`config.mk`:
```
export PLATFORM = sky130hd
export DESIGN_NAME = frame_sync_detector
export DESIGN_NICKNAME = d
export VERILOG_FILES = /design/src/rtl/frame_sync_detector.sv
export SDC_FILE = /design/constraint.sdc
export NUM_CORES = 1
export LEC_CHECK = 0
export ABC_AREA = 1
export CAP_MARGIN = 20
export CORE_UTILIZATION = 53
export DETAILED_ROUTE_END_ITERATION = 8
export PLACE_DENSITY = 0.81
export SLEW_MARGIN = 30
export SYNTH_ARGS = -nofsm -noshare
export SYNTH_HDL_FRONTEND = slang
export SYNTH_SLANG_ARGS = --single-unit
```
`constraint.sdc`:
```
create_clock -name clk -period 4.3 [get_ports clk]
set_input_delay 0.86 -clock clk [delete_from_list [all_inputs] [get_ports clk]]
set_output_delay 0.86 -clock clk [all_outputs]
set_load 0.01 [all_outputs]
```
`src/rtl/frame_sync_detector.sv`:
```
// Frame synchroniser: hunts for a 32-bit attached sync marker in a word stream,
// confirms it over LOCK_THRESH frames, then forwards payload words and flags each
// frame boundary to the downstream de-interleaver. Lock is held through up to
// UNLOCK_THRESH-1 consecutive corrupted markers (flywheel).
// Optional build macro FRAME_SYNC_STATS_EN adds frame and lock-loss counters.
module frame_sync_detector #(
    parameter logic [31:0] SYNC_WORD     = 32'h1ACFFC1D,
    parameter int unsigned PAYLOAD_WORDS = 280,
    parameter int unsigned LOCK_THRESH   = 2,
    parameter int unsigned UNLOCK_THRESH = 3
) (
    input  logic        clk,
    input  logic        rst,
    input  logic [31:0] s_axis_tdata,
    input  logic        s_axis_tvalid,
    output logic        s_axis_tready,
    output logic [31:0] m_axis_tdata,
    output logic        m_axis_tvalid,
    input  logic        m_axis_tready,
    output logic        sync_reset_o,
`ifdef FRAME_SYNC_STATS_EN
    output logic [15:0] frame_cnt_o,
    output logic [15:0] lock_loss_cnt_o,
`endif
    output logic        locked_o
);

    localparam int unsigned CntW = $clog2(PAYLOAD_WORDS + 1);
    localparam logic [CntW-1:0] SlotIdx = CntW'(PAYLOAD_WORDS);
    localparam logic [3:0] LockTh   = 4'(LOCK_THRESH);
    localparam logic [3:0] UnlockTh = 4'(UNLOCK_THRESH);

    typedef enum logic [1:0] {StSearch, StVerify, StLocked} state_e;

    state_e          state_q, state_d;
    logic [CntW-1:0] word_cnt_q, word_cnt_d;
    logic [3:0]      hit_q, hit_d;
    logic [3:0]      miss_q, miss_d;

    logic        m_valid_q;
    logic [31:0] m_data_q;
    logic        sync_q, sync_d;
    logic        locked_q;

    logic beat_acc;
    logic fwd;
    logic is_slot;
    logic is_match;

    // In SEARCH the counter is always 0, so is_slot only matters in VERIFY/LOCKED.
    assign is_slot  = (word_cnt_q == SlotIdx);
    assign is_match = (s_axis_tdata == SYNC_WORD);

    // State and frame counters
    always_ff @(posedge clk) begin
        if (rst) begin
            state_q    <= StSearch;
            word_cnt_q <= '0;
            hit_q      <= '0;
            miss_q     <= '0;
        end else begin
            state_q    <= state_d;
            word_cnt_q <= word_cnt_d;
            hit_q      <= hit_d;
            miss_q     <= miss_d;
        end
    end

    // Next-state: marker hunting, verification and flywheel lock maintenance
    always_comb begin
        state_d    = state_q;
        word_cnt_d = word_cnt_q;
        hit_d      = hit_q;
        miss_d     = miss_q;
        if (beat_acc) begin
            unique case (state_q)
                StSearch: begin
                    if (is_match) begin
                        word_cnt_d = '0;
                        hit_d      = 4'd1;
                        miss_d     = '0;
                        state_d    = (LockTh == 4'd1) ? StLocked : StVerify;
                    end
                end
                StVerify: begin
                    if (!is_slot) begin
                        word_cnt_d = word_cnt_q + 1'b1;
                    end else begin
                        word_cnt_d = '0;
                        if (is_match) begin
                            hit_d = hit_q + 4'd1;
                            if (hit_q + 4'd1 == LockTh) begin
                                state_d = StLocked;
                                miss_d  = '0;
                            end
                        end else begin
                            state_d = StSearch;
                            hit_d   = '0;
                        end
                    end
                end
                StLocked: begin
                    if (!is_slot) begin
                        word_cnt_d = word_cnt_q + 1'b1;
                    end else begin
                        word_cnt_d = '0;
                        if (is_match) begin
                            miss_d = '0;
                        end else if (miss_q + 4'd1 == UnlockTh) begin
                            state_d = StSearch;
                            hit_d   = '0;
                            miss_d  = '0;
                        end else begin
                            miss_d = miss_q + 4'd1;
                        end
                    end
                end
                default: state_d = StSearch;
            endcase
        end
    end

    // Outputs: handshake, forwarding decision and frame-boundary pulse
    always_comb begin
        s_axis_tready = !m_valid_q || m_axis_tready;
        beat_acc      = s_axis_tvalid && s_axis_tready;
        fwd           = beat_acc && (state_q == StLocked) && !is_slot;
        // Pulse only for a marker that matched and leaves us LOCKED.
        sync_d = beat_acc && is_match &&
                 (((state_q == StSearch) && (LockTh == 4'd1)) ||
                  ((state_q == StVerify) && is_slot && (hit_q + 4'd1 == LockTh)) ||
                  ((state_q == StLocked) && is_slot));
    end

    // Output register slice plus registered status flags
    always_ff @(posedge clk) begin
        if (rst) begin
            m_valid_q <= 1'b0;
            m_data_q  <= '0;
            sync_q    <= 1'b0;
            locked_q  <= 1'b0;
        end else begin
            if (fwd) begin
                m_valid_q <= 1'b1;
                m_data_q  <= s_axis_tdata;
            end else if (m_axis_tready) begin
                m_valid_q <= 1'b0;
            end
            sync_q   <= sync_d;
            locked_q <= (state_d == StLocked);
        end
    end

    assign m_axis_tvalid = m_valid_q;
    assign m_axis_tdata  = m_data_q;
    assign sync_reset_o  = sync_q;
    assign locked_o      = locked_q;

`ifdef FRAME_SYNC_STATS_EN
    logic [15:0] frame_cnt_q;
    logic [15:0] loss_cnt_q;

    // Saturating statistics counters
    always_ff @(posedge clk) begin
        if (rst) begin
            frame_cnt_q <= '0;
            loss_cnt_q  <= '0;
        end else begin
            if (sync_d && (frame_cnt_q != 16'hFFFF)) begin
                frame_cnt_q <= frame_cnt_q + 16'd1;
            end
            if ((state_q == StLocked) && (state_d == StSearch) && (loss_cnt_q != 16'hFFFF)) begin
                loss_cnt_q <= loss_cnt_q + 16'd1;
            end
        end
    end

    assign frame_cnt_o     = frame_cnt_q;
    assign lock_loss_cnt_o = loss_cnt_q;
`endif

endmodule
```
==> qor.log, run 1 <==
[routing] drc violations 0
[clocking] clock network latency to the later pin of the worst-skew pair 0.32 ns
[placed_design] detailed placer's ending HPWL 5.31 mm
[power] total power density per cell area 249 nW/um^2
[critical_path] path length in cells of the critical path 4
[timing] final number of setup-violating endpoints 0
[synthesis] FFs w/ async S/R, synth 0%
[synthesis] count of warnings emitted by yosys 0
[critical_path] WP buf/inv 3
[floorplanning] standard-cell rows 26
[cells_and_area] fill cell instance count of the final layout 477
[floorplanning] effective utilization at floorplan 55.4%
[routing] Routed Wire Length 7.00 mm
[global_route] first-pass GRT wire length 11.5 mm
[clocking] number of sinks handled by clock tree synthesis 54
[min_path] Hold EP hit_q[3]$_SDFFE_PP0P_
[synthesis] count of flip-flops with a built-in enable after synthesis 0
[floorplanning] area of the core 5140 um^2
[critical_path] cells along the critical path clkdlybuf4s50_1 > inv_1 > nand2_1 > clkdlybuf4s50_1
[clocking] post-CTS repair timing setup buffer count 0
[synthesis] number of distinct library cells after synthesis 33
[min_path] Worst Hold Path Cells 2
[timing] final setup TNS 0 ns
[synthesis] Mapped Nets 472
[routing] remaining antenna violation count 0
[cells_and_area] share of final-layout standard cells stronger than drive strength 1 6.46%
[critical_path] worst reg2reg startpoint word_cnt_q[0]$_SDFFE_PP0P_
[timing] final critical-path share of the clock period 66.0%
[synthesis] synthesized instance count 426
[global_route] antenna violations before repair 0
[floorplanning] number of top-level pins 72
[synthesis] fraction of post-synthesis cell area in the top cell type by area 37.9%
[critical_path] Critical Path Max Stage Delay 0.55 ns
[critical_path] dominant cell type by count on the critical path clkdlybuf4s50_1
[critical_path] critical path peak fanout 3
[clocking] TritonCTS clock tree yes
[timing] Slew Viols, Final 0
[timing] setup repair after global routing missed its margin false
[synthesis] synthesized flop and latch total 54
[placed_design] routability congestion estimate from global placement 0.876
[critical_path] cell type group with the largest total delay on the critical path buffers and inverters
[placed_design] number of buffers inserted by port buffering 71
[critical_path] WP data arrival 1.98 ns
[timing] Fmax 352 MHz
[global_route] GRT Total Usage 26.3%
[timing] PnR worst setup slack 1.46 ns
[min_path] Hold WC Path Type flop to flop
[power] static leakage power 1.52 nW
[cells_and_area] final net count 540
[placed_design] pre-CTS setup slack 1.45 ns
[routing] post-DR vias/cell 5.04
[outcome] status finished, final reports clean
[routing] iteration-0 DRC count of the detailed router 167
[floorplanning] DIE HEIGHT 75.3 um
[global_route] number of global-route vias before repair 2644
[timing] slew at the pin closest to its max-slew limit 0.690 ns
[floorplanning] area of the die 5670 um^2
[clocking] master cell of the clock root buffer clkbuf_8
[synthesis] ys flop type dfxtp_1
[clocking] number of clock buffers inserted by TritonCTS 5
[synthesis] mapped cell area 2850 um^2
[synthesis] cell types with the largest area share after synthesis dfxtp_1, nor2_1, nand2_1
[cells_and_area] antenna diode count 0
[min_path] Worst Hold Launch hit_q[3]$_SDFFE_PP0P_
[clocking] cts-stage hold buffer count 0
[timing] Setup Skew 0.0106 ns
[critical_path] element type at the critical path start input pin
[timing] post-route minimum period 2.84 ns
[placed_design] instance area at placement 3610 um^2
[synthesis] share of synthesized area occupied by flip-flops and latches 37.9%
[critical_path] category of the most critical setup path input pin to primary output
[timing] final hold viol count 0
[clocking] Worst-path clk slew 0.10 ns
[critical_path] required arrival time at the worst endpoint 3.44 ns
[critical_path] length in cells of the worst reg-to-reg path 10
[cells_and_area] area delta synth->final 30.7%
[routing] average routed wire per standard cell 12.4 um
[global_route] pin count of the biggest net entering global routing 29
[critical_path] Worst Setup SP m_axis_tready
[critical_path] flop-to-flop setup slack 2.15 ns
[clocking] H-Tree Level Count 2
[timing] relative slew slack 53.9%
[synthesis] synthesized area divided by synthesized cell count 6.69 um^2
[power] peak supply drop 208 uV
[cells_and_area] Final Instance Area 3720 um^2
[floorplanning] die span in x 75.3 um
[timing] worst hold slack after final layout 0.493 ns
[job] max-cap violations 0
[clocking] count of instances resized after the clock tree is built 0
[routing] length of the first detailed-routing pass in iterations 4
[routing] Via Count 2848
[critical_path] endpoint of the most critical register-to-register path m_axis_tdata[3]$_SDFFE_PP0P_
[synthesis] cell taking the most area after synthesis dfxtp_1
[clocking] Longest Clk Path Bufs 2
[global_route] remaining global-route overflow 0
[critical_path] Slowest-stage cell, CP clkdlybuf4s50_1
[critical_path] Worst setup EP type primary output
==> per-stage QoR <==
step / utilization [%] / power, mW / cells
after floorplan: - / 0.534 / 426
after global placement: 70.2 / 0.577 / 557
after detailed placement: 70.2 / 0.578 / 557
after CTS: 72.4 / 0.928 / 565
after global routing: 72.4 / 0.958 / 565
final: 72.4 / 0.927 / 565
==> how the worst max path moves through the flow <==
stage | end | slack (ns)
floorplan | word_cnt_q[3]$_SDFFE_PP0P_ | 2.33
global placement | s_axis_tready | 1.48
detailed placement | s_axis_tready | 1.45
CTS | s_axis_tready | 1.45
global route | s_axis_tready | 1.40
finish | s_axis_tready | 1.46
==> routing by layer <==
metal / vias to the layer above / track usage (%) / wire length (um) / share of wire, %
li1: 1484 / - / - / -
met1: 1288 / 33.1 / 3180 / 45
met2: 70 / 43.4 / 3400 / 48
met3: 6 / 7.41 / 362 / 5.2
met4: 0 / 9.26 / 64 / 0.91
met5: - / 0 / 0 / 0
==> cells by family (layout without fill, tap and decap cells) <==
group | Yosys count | count (layout) | synth area share (%)
AO/OA/AOI/OAI | 74 | 74 | 13.3
XOR/XNOR | 6 | 6 | 1.84
adder cells (fa/ha/maj) | 10 | 10 | 4.39
buffers and inverters | 64 | 133 | 8.83
flip-flops | 54 | 54 | 37.9
AND/OR/NAND/NOR | 218 | 218 | 33.7
==> cells in the mapped netlist (all sizes together) (4+ instances only) <==
| master | n |
|---|---|
| nor2 | 100 |
| ha | 10 |
| o21ai | 42 |
| nand4 | 4 |
| clkbuf | 7 |
| a21oi | 28 |
| xor2 | 4 |
| dfxtp | 54 |
| nor3 | 10 |
| inv | 50 |
| nand3 | 17 |
| buf | 5 |
| nand2 | 83 |
==> sequential cells by signal, summed over array words and instances (netlist names) <==
name / flops
miss_q: 4
state_q: 2
locked_o: 1
m_axis_tvalid: 1
sync_reset_o: 1
word_cnt_q: 9
hit_q: 4
m_axis_tdata: 32
==> area by class of cell <==
class                      count  area, um^2  area share (%)
tap                           70        87.6            2.35
timing repair buffer          73         726            19.5
clock buffer                   5        68.8            1.85
sequential                    54        1080            29.0
inverter                      52         196            5.28
clock inverter                 3        47.5            1.28
multi-input combinational    308        1520            40.7
==> report_power, final <==
part	switching, mW	total, mW	leakage [nW]	internal, mW
Combinational	0.0316	0.0668	1.03	0.0352
Clock	0.183	0.361	0.0591	0.178
Sequential	0.0000000000461	0.500	0.435	0.500
==> tightest hold or removal path, cell delays in order (launching register included) <==
cell and delay, ns:
dfxtp_1 0.33, nand2_1 0.07, a21oi_1 0.06
==> placed cells by master (no fill, tap or decap), types with 4 or more instances in the layout <==
cell	n
nor3_1	8
nand3_1	16
clkbuf_8	5
nand4_1	4
nand2_1	75
o21ai_0	38
xor2_1	4
inv_1	47
clkdlybuf4s50_1	71
ha_1	10
nand2_2	7
a21oi_1	28
o21ai_1	4
nor2_4	4
nor2_1	93
dfxtp_1	54
(Power assumes the default switching activity.)
==> run 2, diff against run 1 <==
--- a/config.mk
+++ b/config.mk
@@ -7,9 +7,9 @@
 export LEC_CHECK = 0
 export ABC_AREA = 1
 export CAP_MARGIN = 20
-export CORE_UTILIZATION = 53
+export CORE_UTILIZATION = 49
 export DETAILED_ROUTE_END_ITERATION = 8
-export PLACE_DENSITY = 0.81
+export PLACE_DENSITY = 0.76
 export SLEW_MARGIN = 30
 export SYNTH_ARGS = -nofsm -noshare
 export SYNTH_HDL_FRONTEND = slang
==> constraint.sdc (replaced) <==
create_clock -name clk -period 2.9 [get_ports clk]
set_input_delay 0.58 -clock clk [delete_from_list [all_inputs] [get_ports clk]]
set_output_delay 0.58 -clock clk [all_outputs]
set_load 0.01 [all_outputs]
==> qor.log, run 2 (synthesis results as in run 1) <==
[timing] final hold viol count 0 [unchanged]
[routing] Via Count 2887 [+1.4%]
[power] static leakage power 1.54 nW [+1.4%]
[routing] average routed wire per standard cell 12.5 um [+0.62%]
[critical_path] Slowest-stage cell, CP clkdlybuf4s50_1
[placed_design] routability congestion estimate from global placement 0.872 [-0.53%]
[timing] final setup TNS 0 ns [unchanged]
[floorplanning] DIE HEIGHT 78.3 um [+3.9%]
[cells_and_area] number of flip-flops under the largest register name 32 [unchanged]
[critical_path] cell type group with the largest total delay on the critical path buffers and inverters
[timing] Setup Skew 0.00406 ns [-0.00656 ns]
[critical_path] dominant cell type by count on the critical path clkdlybuf4s50_1
[timing] post-route minimum period 2.27 ns
[critical_path] Critical Path Max Stage Delay 0.54 ns [about the same]
[critical_path] category of the most critical setup path input pin to primary output
[floorplanning] area of the core 5540 um^2 [+7.8%]
[routing] remaining antenna violation count 0 [unchanged]
[min_path] Worst Hold Path Cells 2 [unchanged]
[clocking] number of clock buffers inserted by TritonCTS 5 [unchanged]
[clocking] master cell of the clock root buffer clkbuf_8
[clocking] TritonCTS clock tree yes
[floorplanning] standard-cell rows 27 [+3.8%]
[routing] post-DR vias/cell 5.07 [+0.66%]
[global_route] GRT Total Usage 24.6% [-1.7 points]
[global_route] pin count of the biggest net entering global routing 45 [+55%]
[routing] iteration-0 DRC count of the detailed router 215 [+29%]
[cells_and_area] final net count 542 [+0.37%]
[critical_path] length in cells of the worst reg-to-reg path 10 [unchanged]
[floorplanning] number of top-level pins 72 [unchanged]
[global_route] remaining global-route overflow 0 [unchanged]
[floorplanning] area of the die 6120 um^2 [+7.9%]
[clocking] H-Tree Level Count 2 [unchanged]
[clocking] count of instances resized after the clock tree is built 0 [unchanged]
[critical_path] endpoint of the most critical register-to-register path m_axis_tdata[2]$_SDFFE_PP0P_
[power] total power density per cell area 386 nW/um^2 [+55%]
[cells_and_area] area delta synth->final 32.2%
[critical_path] WP buf/inv 3 [unchanged]
[critical_path] cells along the critical path clkdlybuf4s50_1 > inv_1 > nand2_1 > clkdlybuf4s50_1
[floorplanning] die span in x 78.3 um [+3.9%]
[timing] slew at the pin closest to its max-slew limit 0.656 ns [-0.0343 ns]
[timing] relative slew slack 56.2% [+2.3 points]
[placed_design] detailed placer's ending HPWL 5.41 mm [+1.9%]
[critical_path] worst reg2reg startpoint word_cnt_q[0]$_SDFFE_PP0P_
[critical_path] Worst setup EP type primary output
[clocking] clock network latency to the later pin of the worst-skew pair 0.30 ns [-0.02 ns]
[min_path] Hold WC Path Type flop to flop
[clocking] Worst-path clk slew 0.09 ns [about the same]
[job] max-cap violations 0 [unchanged]
[min_path] Hold EP hit_q[3]$_SDFFE_PP0P_
[routing] Routed Wire Length 7.10 mm [+1.3%]
[timing] setup repair after global routing missed its margin false
[outcome] status finished, final reports clean
[power] peak supply drop 313 uV [+50%]
[critical_path] WP data arrival 1.69 ns [-0.29 ns]
[critical_path] critical path peak fanout 3 [unchanged]
[timing] Fmax 440 MHz
[global_route] first-pass GRT wire length 12.2 mm [+5.8%]
[critical_path] required arrival time at the worst endpoint 2.32 ns [-1.12 ns]
[min_path] Worst Hold Launch hit_q[3]$_SDFFE_PP0P_
[cells_and_area] top library cells by usage in the layout, fill and taps aside nor2_1, nand2_1, clkdlybuf4s50_1
[placed_design] number of buffers inserted by port buffering 71 [unchanged]
[cells_and_area] share of final-layout standard cells stronger than drive strength 1 6.84% [+0.38 points]
[cells_and_area] share of the core filled with cells in the final layout 68.0% [-4.4 points]
[clocking] Longest Clk Path Bufs 2 [unchanged]
[timing] final critical-path share of the clock period 78.3%
[routing] drc violations 0 [unchanged]
[cells_and_area] most frequent standard cell in the layout excluding fill and tap cells nor2_1
[clocking] number of sinks handled by clock tree synthesis 54 [unchanged]
[floorplanning] effective utilization at floorplan 51.4% [-4.0 points]
[timing] Slew Viols, Final 0 [unchanged]
[critical_path] element type at the critical path start input pin
[routing] length of the first detailed-routing pass in iterations 4 [unchanged]
[timing] final number of setup-violating endpoints 0 [unchanged]
[clocking] cts-stage hold buffer count 0 [unchanged]
[cells_and_area] antenna diode count 0 [unchanged]
[clocking] post-CTS repair timing setup buffer count 0 [unchanged]
[global_route] number of global-route vias before repair 2807 [+6.2%]
[global_route] antenna violations before repair 0 [unchanged]
[critical_path] flop-to-flop setup slack 1.00 ns [-1.15 ns]
[run 2: changes by cell type in the layout (fill, tap and decap cells not counted), sizes merged]
cell,previous run,this run
bufinv,1,2
clkbuf,5,6
buf,2,4
inv,52,50
[run 2: per-layer routing]
layer,global-route usage (%),up-vias,routed length (um)
li1,-,1479,-
met2,41.2,67,3380
met4,7.41,0,63
met5,0,-,0
met1,30.7,1334,3240
met3,6.86,7,409
[run 2: worst max path at each step]
stage	end	cells after the start	startpoint
after detailed placement	word_cnt_q[1]$_SDFFE_PP0P_	12	s_axis_tdata[23]
after floorplan	word_cnt_q[3]$_SDFFE_PP0P_	13	s_axis_tdata[24]
after CTS	s_axis_tready	4	m_axis_tready
final	s_axis_tready	4	m_axis_tready
after global routing	s_axis_tready	4	m_axis_tready
after global placement	hit_q[3]$_SDFFE_PP0P_	11	s_axis_tdata[0]
[run 2: layout make-up]
cell class | count | area (um^2)
Timing Repair Buffer | 75 | 741
Tap cell | 72 | 90.1
Clock inverter | 2 | 60.1
Multi-Input combinational cell | 308 | 1520
Fill cell | 501 | 1770
Inverter | 52 | 196
Clock buffer | 6 | 82.6
Sequential cell | 54 | 1080
[run 2: worst reg2reg max path, cell delays in order, from the launching register on]
cell     delay, ns
dfxtp_1       0.35
inv_1         0.11
ha_1          0.17
nand2_1       0.08
nor3_4        0.14
nand2_2       0.13
nand2_2       0.12
nor2_4        0.04
inv_1         0.49
nor2_1        0.11
nor2_1        0.12
[run 2: report_power, final]
group / switching [mW] / leakage [nW] / internal, mW
Sequential: 0.0000000000691 / 0.435 / 0.741
Combinational: 0.0469 / 1.04 / 0.0540
Clock: 0.243 / 0.0714 / 0.368
Total: 0.290 / 1.54 / 1.16
[run 2: metrics by stage]
stage,setup slack (ns),hold WS (ns),instance area [um^2],total power [mW],cells
after CTS,0.625,0.486,3770,1.46,569
after global routing,0.587,0.521,3770,1.51,569
after detailed placement,0.522,0.471,3620,0.859,561
after global placement,0.602,0.479,3620,0.858,561
after floorplan,1.21,0.458,2850,0.792,426
final,0.629,0.489,3770,1.45,569
